$ cat src/rtl/fly_sprite_blitter.sv
// Fly sprite blitter: draws or erases the SPRITE_W x SPRITE_H fly sprite at one of
// four hole positions, one pixel per clock, into the VGA adapter plot interface.
//
// Ports:
//   clock, resetn        system clock, synchronous active-low reset
//   start                request pulse, only sampled while idle
//   location, erase,     job parameters, latched when start is accepted
//   y_offset
//   busy, done           job in progress / one-cycle completion pulse
//   rom_addr, rom_data   sprite ROM port (data valid one cycle after address)
//   x, y, colour, plot   pixel output to the VGA adapter
module fly_sprite_blitter #(
  parameter int unsigned SPRITE_W      = 16,
  parameter int unsigned SPRITE_H      = 16,
  parameter int unsigned X_BASE        = 40,
  parameter int unsigned X_STEP        = 70,
  parameter int unsigned Y_BASE        = 100,
  parameter logic [2:0]  BG_COLOUR     = 3'b000,
  parameter logic [2:0]  TRANSP_COLOUR = 3'b101,
  parameter int unsigned SCREEN_W      = 320,
  parameter int unsigned SCREEN_H      = 240
) (
  input  logic       clock,
  input  logic       resetn,
  input  logic       start,
  input  logic [1:0] location,
  input  logic       erase,
  input  logic [7:0] y_offset,
  output logic       busy,
  output logic       done,
  output logic [7:0] rom_addr,
  input  logic [2:0] rom_data,
  output logic [8:0] x,
  output logic [7:0] y,
  output logic [2:0] colour,
  output logic       plot
);

  localparam int unsigned ColW  = $clog2(SPRITE_W);
  localparam int unsigned RowW  = $clog2(SPRITE_H);
  localparam int unsigned AddrW = ColW + RowW;

  localparam logic [9:0] ScreenW = 10'(SCREEN_W);
  localparam logic [9:0] ScreenH = 10'(SCREEN_H);

  typedef enum logic [1:0] {StIdle, StScan, StFlush, StDone} state_e;

  state_e state_q, state_d;

  // Scan counter doubles as the ROM address: low bits are the column, high bits the row.
  logic [AddrW-1:0] addr_q, addr_d;
  logic             last_addr;
  logic             accept;

  // Job parameters folded into the box origin at accept time.
  logic [9:0] x_org_q, x_org_d;
  logic [9:0] y_org_q, y_org_d;
  logic       erase_q, erase_d;

  // Pixel stage: one cycle behind the address, aligned with rom_data.
  logic [8:0] x_q;
  logic [7:0] y_q;
  logic       pix_q;
  logic       clip_q;
  logic [2:0] colour_q;

  logic [ColW-1:0] col;
  logic [RowW-1:0] row;
  logic [9:0]      x_next;
  logic [9:0]      y_next;
  logic            clip_next;
  logic [2:0]      colour_live;

  // -------------------------------------------------------------------------
  // Control FSM
  // -------------------------------------------------------------------------
  always_comb begin
    state_d   = state_q;
    accept    = 1'b0;
    last_addr = (addr_q == '1);
    unique case (state_q)
      StIdle: begin
        if (start) begin
          state_d = StScan;
          accept  = 1'b1;
        end
      end
      StScan: begin
        if (last_addr) begin
          state_d = StFlush;
        end
      end
      StFlush: state_d = StDone;
      StDone:  state_d = StIdle;
      default: state_d = StIdle;
    endcase
  end

  always_ff @(posedge clock) begin
    if (!resetn) begin
      state_q <= StIdle;
    end else begin
      state_q <= state_d;
    end
  end

  // -------------------------------------------------------------------------
  // Address counter and latched job parameters
  // -------------------------------------------------------------------------
  always_comb begin
    addr_d  = addr_q;
    x_org_d = x_org_q;
    y_org_d = y_org_q;
    erase_d = erase_q;
    if (accept) begin
      addr_d  = '0;
      x_org_d = 10'(X_BASE) + 10'(location) * 10'(X_STEP);
      y_org_d = 10'(Y_BASE) + 10'(y_offset);
      erase_d = erase;
    end else if (state_q == StScan && !last_addr) begin
      addr_d = addr_q + 1'b1;
    end
  end

  assign col = addr_q[ColW-1:0];
  assign row = addr_q[AddrW-1:ColW];

  assign x_next    = x_org_q + 10'(col);
  assign y_next    = y_org_q + 10'(row);
  assign clip_next = (x_next >= ScreenW) || (y_next >= ScreenH);

  always_ff @(posedge clock) begin
    if (!resetn) begin
      addr_q  <= '0;
      x_org_q <= '0;
      y_org_q <= '0;
      erase_q <= 1'b0;
    end else begin
      addr_q  <= addr_d;
      x_org_q <= x_org_d;
      y_org_q <= y_org_d;
      erase_q <= erase_d;
    end
  end

  // -------------------------------------------------------------------------
  // Pixel stage
  // -------------------------------------------------------------------------
  always_ff @(posedge clock) begin
    if (!resetn) begin
      x_q      <= '0;
      y_q      <= '0;
      pix_q    <= 1'b0;
      clip_q   <= 1'b0;
      colour_q <= '0;
    end else begin
      pix_q <= (state_q == StScan);
      if (state_q == StScan) begin
        x_q    <= x_next[8:0];
        y_q    <= y_next[7:0];
        clip_q <= clip_next;
      end
      // Remember the last presented colour so it holds between jobs.
      if (pix_q) begin
        colour_q <= colour_live;
      end
    end
  end

  // ROM data lands in the same cycle as its pixel slot, so colour and the
  // transparency test are taken straight from rom_data rather than re-registered.
  assign colour_live = erase_q ? BG_COLOUR : rom_data;

  always_comb begin
    busy     = (state_q != StIdle);
    done     = (state_q == StDone);
    rom_addr = 8'(addr_q);
    x        = x_q;
    y        = y_q;
    colour   = pix_q ? colour_live : colour_q;
    plot     = pix_q && !clip_q && (erase_q || (rom_data != TRANSP_COLOUR));
  end

endmodule

$ cat config.mk
export PLATFORM = sky130hd
export DESIGN_NAME = fly_sprite_blitter
export DESIGN_NICKNAME = d
export VERILOG_FILES = /design/src/rtl/fly_sprite_blitter.sv
export SDC_FILE = /design/constraint.sdc
export NUM_CORES = 1
export LEC_CHECK = 0
export BUFFER_PORTS_ARGS = -buffer_cell sky130_fd_sc_hd__buf_2
export CORE_AREA = 2 2 50 99
export CTS_BUF_LIST = sky130_fd_sc_hd__clkbuf_16
export CTS_CLUSTER_SIZE = 10
export DETAILED_ROUTE_END_ITERATION = 8
export DIE_AREA = 0 0 52 101
export PLACE_DENSITY = 0.81
export SLEW_MARGIN = 25
export SYNTH_ARGS = -nofsm -noshare
export SYNTH_HDL_FRONTEND = slang
export SYNTH_SLANG_ARGS = --single-unit
$ cat constraint.sdc
create_clock -name clock -period 3 [get_ports clock]
set_input_delay 0.3 -clock clock [delete_from_list [all_inputs] [get_ports clock]]
set_output_delay 0.3 -clock clock [all_outputs]
set_load 0.01 [all_outputs]
==> results of run 1 <==
[worst max-delay path: stages, from the launching register on]
cell and delay, ns:
sky130_fd_sc_hd__dfxtp_1 0.36, sky130_fd_sc_hd__ha_1 0.26, sky130_fd_sc_hd__fa_1 0.46, sky130_fd_sc_hd__a211oi_2 0.31
sky130_fd_sc_hd__nor4_2 0.09, sky130_fd_sc_hd__and4bb_1 0.19, sky130_fd_sc_hd__o221a_1 0.21, sky130_fd_sc_hd__o221ai_2 0.16
[stage by stage]
stage	hold WS [ns]	setup WS (ns)	instances	area (um^2)	utilization [%]
floorplan	0.396	1.01	285	2570	-
global placement	0.452	0.992	375	2830	62.7
detailed placement	0.456	0.925	375	2830	62.7
CTS	0.229	0.904	383	2970	65.8
global route	0.247	0.785	383	2970	65.8
finish	0.230	0.893	383	2970	65.8
[synthesized netlist by cell type (all sizes together), types with 6 or more instances]
| cell | number | area, um^2 |
|---|---|---|
| dfxtp | 50 | 1000 |
| nor2 | 35 | 134 |
| nand2 | 31 | 119 |
| ha | 19 | 238 |
| a211oi | 17 | 133 |
| a21oi | 17 | 85.1 |
| xnor2 | 11 | 96.3 |
| xor2 | 11 | 96.3 |
| inv | 10 | 37.5 |
| mux2i | 8 | 80.1 |
| nand3 | 8 | 40.0 |
| buf | 7 | 35.0 |
| o21ai | 7 | 35.0 |
| clkbuf | 6 | 22.5 |
[kinds of logic after synthesis]
family                   synth area share (%)
AND/OR/NAND/NOR                          18.1
AO/OA/AOI/OAI                            17.5
flip-flops                               38.9
buffers and inverters                    3.70
XOR/XNOR                                 7.49
adder cells (fa/ha/maj)                  10.8
multiplexers                             3.55
[cells in the final DEF (no fill, tap or decap), types with 8 or more instances in the layout]
cell                       synthesis  final
sky130_fd_sc_hd__a211oi_1         16     16
sky130_fd_sc_hd__a21oi_1          17     17
sky130_fd_sc_hd__buf_2             4     47
sky130_fd_sc_hd__dfxtp_1          50     50
sky130_fd_sc_hd__ha_1             19     19
sky130_fd_sc_hd__inv_1            10     10
sky130_fd_sc_hd__mux2i_1           8      8
sky130_fd_sc_hd__nand2_1          30     30
sky130_fd_sc_hd__nand3_1           8      8
sky130_fd_sc_hd__nor2_1           34     34
sky130_fd_sc_hd__xnor2_1          11     11
sky130_fd_sc_hd__xor2_1           11     11
[sequential cells by signal (all words and copies together), names as in the netlist]
signal	count
x	9
state_q	2
x_org_q	8
colour_q	3
y	8
clip_q	1
rom_addr	8
pix_q	1
y_org_q	9
erase_q	1
[power breakdown]
| group | switching, uW | internal, uW | leakage (uW) | total (uW) |
|---|---|---|---|---|
| clock | 232 | 304 | 0.0000672 | 537 |
| combinational | 468 | 341 | 0.000837 | 809 |
| sequential | 134 | 826 | 0.000409 | 960 |
| total | 834 | 1470 | 0.00131 | 2310 |
[worst paths after layout]
kind	startpoint	to	depth (start not counted)
worst max register to register	rom_addr[4]	clip_q	7
worst max-delay path	rom_addr[4]	clip_q	7
worst min-delay path	y_offset[2]	y_org_q[2]	2
worst min register to register	y_org_q[0]	y_org_q[0]	2
[cell type report]
cell class | count | area [um^2] | area share (%)
clock buffers | 5 | 125 | 4.21
repair buffers | 48 | 243 | 8.18
clock inverters | 3 | 16.3 | 0.548
flip-flops and latches | 50 | 1000 | 33.7
well taps | 55 | 68.8 | 2.32
multi-input cells | 212 | 1480 | 49.8
inverters | 10 | 37.5 | 1.26
[metal layers]
layer  global-route usage [%]  wire length, um  up-vias
met4                     5.06               39        0
met5                        0                0        -
met2                     38.8             2820       56
li1                         -                -     1082
met3                     3.56              214        4
met1                     27.5             2300      978
==> flow_summary_export.csv, run 1 <==
group,metric,value,unit
detailed_routing,dr.pass1.iters,4,
floorplanning,floorplan.initialDensity,57.1,%
critical_path,path_max_fanout,6,
grt,grt_overflow_total,0,
clocking,clock_tree.root_cell,"sky130_fd_sc_hd__clkbuf_16",
timing,grt_setup_unrepaired,"false",
timing,slew_headroom,32.8,%
power,power.static_leakage,0.00131,uW
placed_design,finalWeightedCongestion,0.824,
clocking,post-cts-setup-buffer-count,0,
timing,post_layout_minimum_cycle_time,2.11,ns
layout,drive_above_1_share,19.8,%
critical_path,critical_path_required,3.21,ns
synthesis,syn_area_per_cell,9.03,um^2
detailed_routing,ant_nets,0,
floorplanning,placeableCoreArea,4510,um^2
clocking,postCtsHoldBufs,0,
timing,worst_pin_slew,1.01,ns
synthesis,yosysWarnings,0,
timing,fmax,475,MHz
grt,global_route.usage.total,22.1,%
layout,fill_cells,382,
detailed_routing,wire_per_inst,14.0,um
floorplanning,die_width,52,um
synthesis,synth_nets,323,
detailed_routing,dr.first_iter.drc_count,50,
layout,final_net_count,365,
synthesis,synth-main-ff-cell,"sky130_fd_sc_hd__dfxtp_1",
synthesis,synth_cell_type_count,48,
critical_path,timing_worst_setup_path_type,"reg2reg",
clocking,cts_inserted_buffers,5,
timing,hold_violations_final,0,
timing,timing.final.crit_share,70.2,%
placed_design,place_hpwl,4050,um
synthesis,async_reset_ff_share,0,%
detailed_routing,via_count,2120,
grt,grt_pass1_vias,1984,
clocking,clock_sink_count,50,
status,run_status,"completed",
layout,synthToLayoutAreaGrowth,15.4,%
floorplanning,placement_rows,35,
run,maxCapViolCount,0,
synthesis,number_of_enable_flip_flop_cells_after_synthesis,0,
timing,setup-violations-final,0,
power,finalPower,2310,uW
clocking,tritoncts_clock_tree,"yes",
power,powerDensity,776,nW/um^2
critical_path,crit_arrival,2.32,ns
timing,clock_skew,0.00601,ns
floorplanning,floorplan.die.height,101,um
critical_path,worstSetupEndpointType,"register",
layout,antenna_cells,0,
clocking,post_cts_resized,0,
grt,wire_length_of_the_first_global_routing_pass,8940,um
worst_hold_path,worst_hold_path_type,"in2reg",
placed_design,io_buffers,47,
power,power.ir.vdd_worst,0.656,mV
timing,setup_tns,0,ns
floorplanning,floorplan.io_pins,48,
critical_path,regToRegSetupSlack,0.89,ns
clocking,cts-htree-levels,2,
timing,final-max-slew-violation-count,0,
grt,antenna_found_initial,0,
floorplanning,fp.dieArea,5250,um^2
detailed_routing,via_count_normalized_by_instance_count,5.54,
synthesis,postSynthCellCount,285,
critical_path,cp-start-kind,"register",
clocking,cts_max_path_bufs,2,
grt,grt_start_max_net_pins,34,
detailed_routing,drc,0,
detailed_routing,drt_wl_total,5370,um
clocking,insertion_delay,0.28,ns
synthesis,syn_area,2570,um^2
clocking,worst_setup_hold_path_clk_slew,0.07,ns
synthesis,ys_ff_latch,50,
synthesis,ys_seq_area_share,38.9,%
(Power assumes the default switching activity.)
==> inputs of run 2 (changes only) <==
- CORE_AREA: 2 2 50 99 -> 2 2 54 107
- DIE_AREA: 0 0 52 101 -> 0 0 56 109
- PLACE_DENSITY: 0.81 -> 0.73
- clock period: 3 -> 1.8 ns (I/O delays scaled with it)
==> flow_summary_export.csv, run 2 (same netlist as run 1, synthesis figures left out) <==
group,metric,value,unit
critical_path,timing_worst_setup_path_type,"reg2reg",
detailed_routing,dr.first_iter.drc_count,35,
layout,layout_common_cells,"sky130_fd_sc_hd__dfxtp_1 (47), sky130_fd_sc_hd__buf_2 (47), sky130_fd_sc_hd__nor2_1 (34), sky130_fd_sc_hd__nand2_1 (30), sky130_fd_sc_hd__buf_4 (19)",
detailed_routing,dr.pass1.iters,4,
clocking,cts-htree-levels,2,
detailed_routing,drt_wl_total,5810,um
timing,timing.final.crit_share,104,%
grt,antenna_found_initial,0,
timing,clock_skew,0.00451,ns
layout,drive_above_1_share,25.5,%
worst_hold_path,source_of_the_worst_hold_timing_path,"y_offset[2]",
layout,utilization_of_the_core_after_routing,59.1,%
layout,final_net_count,383,
layout,synthToLayoutAreaGrowth,22.3,%
timing,final-max-slew-violation-count,0,
timing,setup_tns,-0.124,ns
floorplanning,floorplan.io_pins,48,
status,violated_checks,"negative setup slack",
critical_path,cp-start-kind,"register",
critical_path,reg2reg_from,"rom_addr[4]",
critical_path,critical_path_required,2.01,ns
detailed_routing,via_count,2224,
critical_path,path_max_fanout,2,
placed_design,io_buffers,47,
power,power.ir.vdd_worst,0.846,mV
clocking,worst_setup_hold_path_clk_slew,0.06,ns
run,maxCapViolCount,0,
floorplanning,placeableCoreArea,5330,um^2
layout,antenna_cells,0,
grt,grt_start_max_net_pins,32,
clocking,cts_max_path_bufs,2,
detailed_routing,ant_nets,0,
grt,grt_overflow_total,0,
timing,grt_setup_unrepaired,"true",
timing,worst_pin_slew,0.352,ns
timing,post_layout_minimum_cycle_time,1.88,ns
timing,setup-violations-final,2,
power,powerDensity,1260,nW/um^2
critical_path,timing.critical_path.slowest_stage_cell,"sky130_fd_sc_hd__fa_2",
timing,fmax,533,MHz
status,run_status,"complete, but fails checks",
detailed_routing,drc,0,
grt,wire_length_of_the_first_global_routing_pass,9760,um
detailed_routing,wire_per_inst,14.4,um
grt,grt_pass1_vias,2109,
floorplanning,die_width,56,um
floorplanning,placement_rows,38,
clocking,clock_sink_count,50,
worst_hold_path,hold_end,"y_org_q[2]",
critical_path,worstPathCellList,"ha_4, fa_2, a211oi_4, nor4_2, and4bb_1, o221a_1, o221ai_2",
power,power.static_leakage,0.00141,uW
timing,fin_ws,-0.0766,ns
critical_path,regToRegEndpoint,"clip_q",
placed_design,finalWeightedCongestion,0.930,
critical_path,crit_arrival,2.09,ns
clocking,clock_tree.root_cell,"sky130_fd_sc_hd__clkbuf_16",
layout,fin_area,3150,um^2
timing,slew_headroom,76.2,%
floorplanning,fp.dieArea,6100,um^2
critical_path,regToRegSetupSlack,-0.08,ns
detailed_routing,via_count_normalized_by_instance_count,5.49,
clocking,insertion_delay,0.29,ns
placed_design,dpl-instance-area,2980,um^2
floorplanning,floorplan.initialDensity,48.3,%
layout,fill_cells,483,
clocking,postCtsHoldBufs,0,
worst_hold_path,worst_hold_path_type,"in2reg",
clocking,tritoncts_clock_tree,"yes",
critical_path,worstSetupEndpointType,"register",
placed_design,place_hpwl,4390,um
critical_path,cp_slowest_stage_delay,0.37,ns
worst_hold_path,hold_path_depth,2,
grt,global_route.usage.total,20.3,%
critical_path,r2r.worst_path.cells,7,
floorplanning,floorplan.die.height,109,um
clocking,cts_inserted_buffers,5,
timing,hold_violations_final,0,
[run 2: cell count changes in the layout (fill, tap and decap cells not counted), sizes merged]
| cell | change |
|---|---|
| inv | +1 |
| clkinv | -1 |
| clkinvlp | -1 |
| buf | +18 |
[run 2: metal layers]
| layer | up-vias | track usage [%] | part of all wire [%] |
|---|---|---|---|
| li1 | 1110 | - | - |
| met1 | 1034 | 23.4 | 43 |
| met2 | 62 | 35.8 | 50 |
| met3 | 18 | 3.80 | 3.9 |
| met4 | 0 | 9.18 | 3.0 |
| met5 | - | 0 | 0 |
[run 2: repair_timing]
| item | CTS | global route |
|---|---|---|
| pin swaps | 3 | 1 |
| gates resized for setup | 1 | 3 |
| setup endpoints to repair | 1 | 7 |
| buffers inserted | 1 | 0 |
[run 2: metrics by stage]
step | total power, uW | hold WS [ns] | std cells | worst slack [ns]
global placement | 3000 | 0.397 | 397 | -0.0209
global route | 4210 | 0.114 | 405 | -0.168
detailed placement | 3060 | 0.403 | 397 | -0.0659
floorplan | 2580 | 0.276 | 285 | -0.0105
CTS | 3950 | 0.0949 | 405 | -0.126
finish | 3950 | 0.101 | 405 | -0.0766
[run 2: where the power goes]
group	leakage [uW]	internal [uW]	total (uW)	switching, uW
clock network	0.0000685	497	871	374
registers	0.000411	1380	1600	226
logic	0.000931	649	1480	832
total	0.00141	2520	3950	1430
[run 2: worst max-delay path by stage]
stage | from | endpoint | slack, ns
final | rom_addr[4] | clip_q | -0.08
after global routing | rom_addr[4] | clip_q | -0.17
after CTS | rom_addr[4] | clip_q | -0.13
after detailed placement | rom_addr[4] | clip_q | -0.07
after global placement | rom_addr[4] | clip_q | -0.02
after floorplan | rom_addr[4] | clip_q | -0.01
[run 2: layout make-up]
cell class              count  area, um^2  share of cell area [%]
clock buffers               5         125                    3.98
clock inverters             2        7.51                   0.239
inverters                  10        37.5                    1.19
multi-input cells         212        1520                    48.2
flip-flops and latches     50        1010                    32.0
well taps                  60        75.1                    2.39
repair buffers             66         378                    12.0
[run 2: worst max-delay path, delay by kind of cell, from the launching register on]
family	cells	cell delay, ns
AO/OA/AOI/OAI	3	0.63
adder cells (fa/ha/maj)	2	0.53
flip-flops	1	0.35
AND/OR/NAND/NOR	2	0.29
==> inputs of run 3 (changes only) <==
- RECOVER_POWER: not set -> 25
- SETUP_SLACK_MARGIN: not set -> 0.2
==> flow_summary_export.csv, run 3 (same netlist as run 1, synthesis figures left out) <==
group,metric,value,unit
grt,grt_use_met1,23.4,%
clocking,clock_tree.root_cell,"sky130_fd_sc_hd__clkbuf_16",
timing,fin_ws,-0.111,ns
floorplanning,fp.dieArea,6100,um^2
run,maxCapViolCount,0,
grt,grt_start_max_net_pins,24,
clocking,worst_setup_hold_path_clk_slew,0.06,ns
power,power.ir.vdd_worst,1.06,mV
placed_design,io_buffers,47,
floorplanning,floorplan.initialDensity,48.3,%
clocking,postCtsHoldBufs,0,
critical_path,path_max_fanout,3,
timing,clock_skew,0.00539,ns
layout,utilization_of_the_core_after_routing,63.5,%
grt,antenna_found_initial,0,
layout,synthToLayoutAreaGrowth,31.4,%
detailed_routing,drt_wl_total,6320,um
timing,final-max-slew-violation-count,0,
placed_design,finalWeightedCongestion,0.894,
critical_path,cp-start-kind,"register",
critical_path,worstSetupEndpointType,"register",
grt,groute.layer.met2.usage,37.6,%
grt,global_route.usage.total,20.3,%
timing,grt_setup_unrepaired,"true",
grt,grtUsageMet3,3.20,%
detailed_routing,via_count_normalized_by_instance_count,5.39,
timing,worst_pin_slew,0.339,ns
timing,fmax,523,MHz
floorplanning,placeableCoreArea,5330,um^2
floorplanning,die_width,56,um
layout,seq_area,1020,um^2
detailed_routing,wire_per_inst,15.2,um
placed_design,post-place-ws,-0.0676,ns
clocking,clock_sink_count,50,
detailed_routing,ant_nets,0,
clocking,cts-htree-levels,2,
placed_design,place_hpwl,4480,um
layout,fill_cells,445,
status,violated_checks,"negative setup slack",
layout,layout_common_cells,"sky130_fd_sc_hd__dfxtp_1 (41), sky130_fd_sc_hd__nor2_1 (34), sky130_fd_sc_hd__nand2_1 (30), sky130_fd_sc_hd__buf_2 (30), sky130_fd_sc_hd__buf_4 (24)",
layout,multiInputGateArea,1630,um^2
timing,timing.final.crit_share,106,%
detailed_routing,dr.first_iter.drc_count,85,
status,run_status,"complete, but fails checks",
timing,hold_violations_final,0,
timing,slew_headroom,77.1,%
power,power.static_leakage,0.00140,uW
floorplanning,floorplan.die.height,109,um
layout,mostFrequentLayoutCell,"sky130_fd_sc_hd__dfxtp_1",
grt,grt_pass1_vias,2188,
critical_path,timing_worst_setup_path_type,"reg2reg",
layout,antenna_cells,0,
layout,final_net_count,393,
detailed_routing,dr.pass1.iters,4,
clocking,cts_max_path_bufs,2,
clocking,insertion_delay,0.29,ns
floorplanning,floorplan.io_pins,48,
worst_hold_path,worst_hold_path_type,"in2reg",
clocking,tritoncts_clock_tree,"yes",
detailed_routing,drc,0,
grt,grt_overflow_total,0,
layout,drive_above_1_share,30.1,%
power,powerDensity,1260,nW/um^2
detailed_routing,via_count,2241,
floorplanning,placement_rows,38,
critical_path,critical_path_required,2.01,ns
grt,busiest_layer,"met2",
critical_path,crit_arrival,2.12,ns
clocking,cts_inserted_buffers,5,
timing,post_layout_minimum_cycle_time,1.91,ns
grt,wire_length_of_the_first_global_routing_pass,9960,um
timing,setup-violations-final,2,
[run 3: where the power goes]
part,leakage (uW),internal (uW),switching (uW)
Sequential,0.000414,1380,245
Combinational,0.000907,717,882
Clock,0.0000836,650,388
[run 3: stage by stage]
| step | hold slack [ns] | instance area (um^2) | TNS [ns] | std cells | power, uW |
|---|---|---|---|---|---|
| after floorplan | 0.276 | 2610 | -0.0105 | 285 | 2590 |
| after global placement | 0.397 | 3010 | -0.0127 | 399 | 3030 |
| after detailed placement | 0.405 | 3010 | -0.0676 | 399 | 3100 |
| after CTS | 0.103 | 3250 | -0.106 | 409 | 4190 |
| after global routing | 0.121 | 3380 | -0.322 | 416 | 4520 |
| final | 0.105 | 3380 | -0.164 | 416 | 4260 |
[run 3: metal layers]
metal	wire length, um	vias up
met5	0	-
met4	87	0
met3	284	8
met2	3390	65
met1	2560	1039
li1	-	1129
[run 3: final timing paths]
path                             startpoint          to  slack, ns  cells after the start
worst max-delay path            rom_addr[4]      clip_q      -0.11                      7
worst max register to register  rom_addr[4]      clip_q      -0.11                      7
worst min register to register   y_org_q[3]  y_org_q[3]       0.48                      2
worst min-delay path            y_offset[2]  y_org_q[2]       0.10                      2
[run 3: layout make-up]
cell class	instances	share of cell area, %
well taps	60	2.22
clock inverters	3	1.18
clock buffers	5	3.70
repair buffers	76	13.3
inverters	10	1.11
flip-flops and latches	50	30.2
multi-input cells	212	48.3
[run 3: repair_timing]
item	CTS	global route
setup buffers	2	7
pin swaps	8	16
endpoints found under the setup margin	9	20
resized for setup	11	24
[run 3: worst max-delay path, cell delays in order (launching register included)]
cell and delay, ns:
sky130_fd_sc_hd__dfxtp_4 0.35, sky130_fd_sc_hd__ha_4 0.16, sky130_fd_sc_hd__fa_2 0.41, sky130_fd_sc_hd__a211oi_4 0.25, sky130_fd_sc_hd__nor4_2 0.08, sky130_fd_sc_hd__and4bb_1 0.20
sky130_fd_sc_hd__o221a_1 0.22, sky130_fd_sc_hd__o221ai_2 0.15
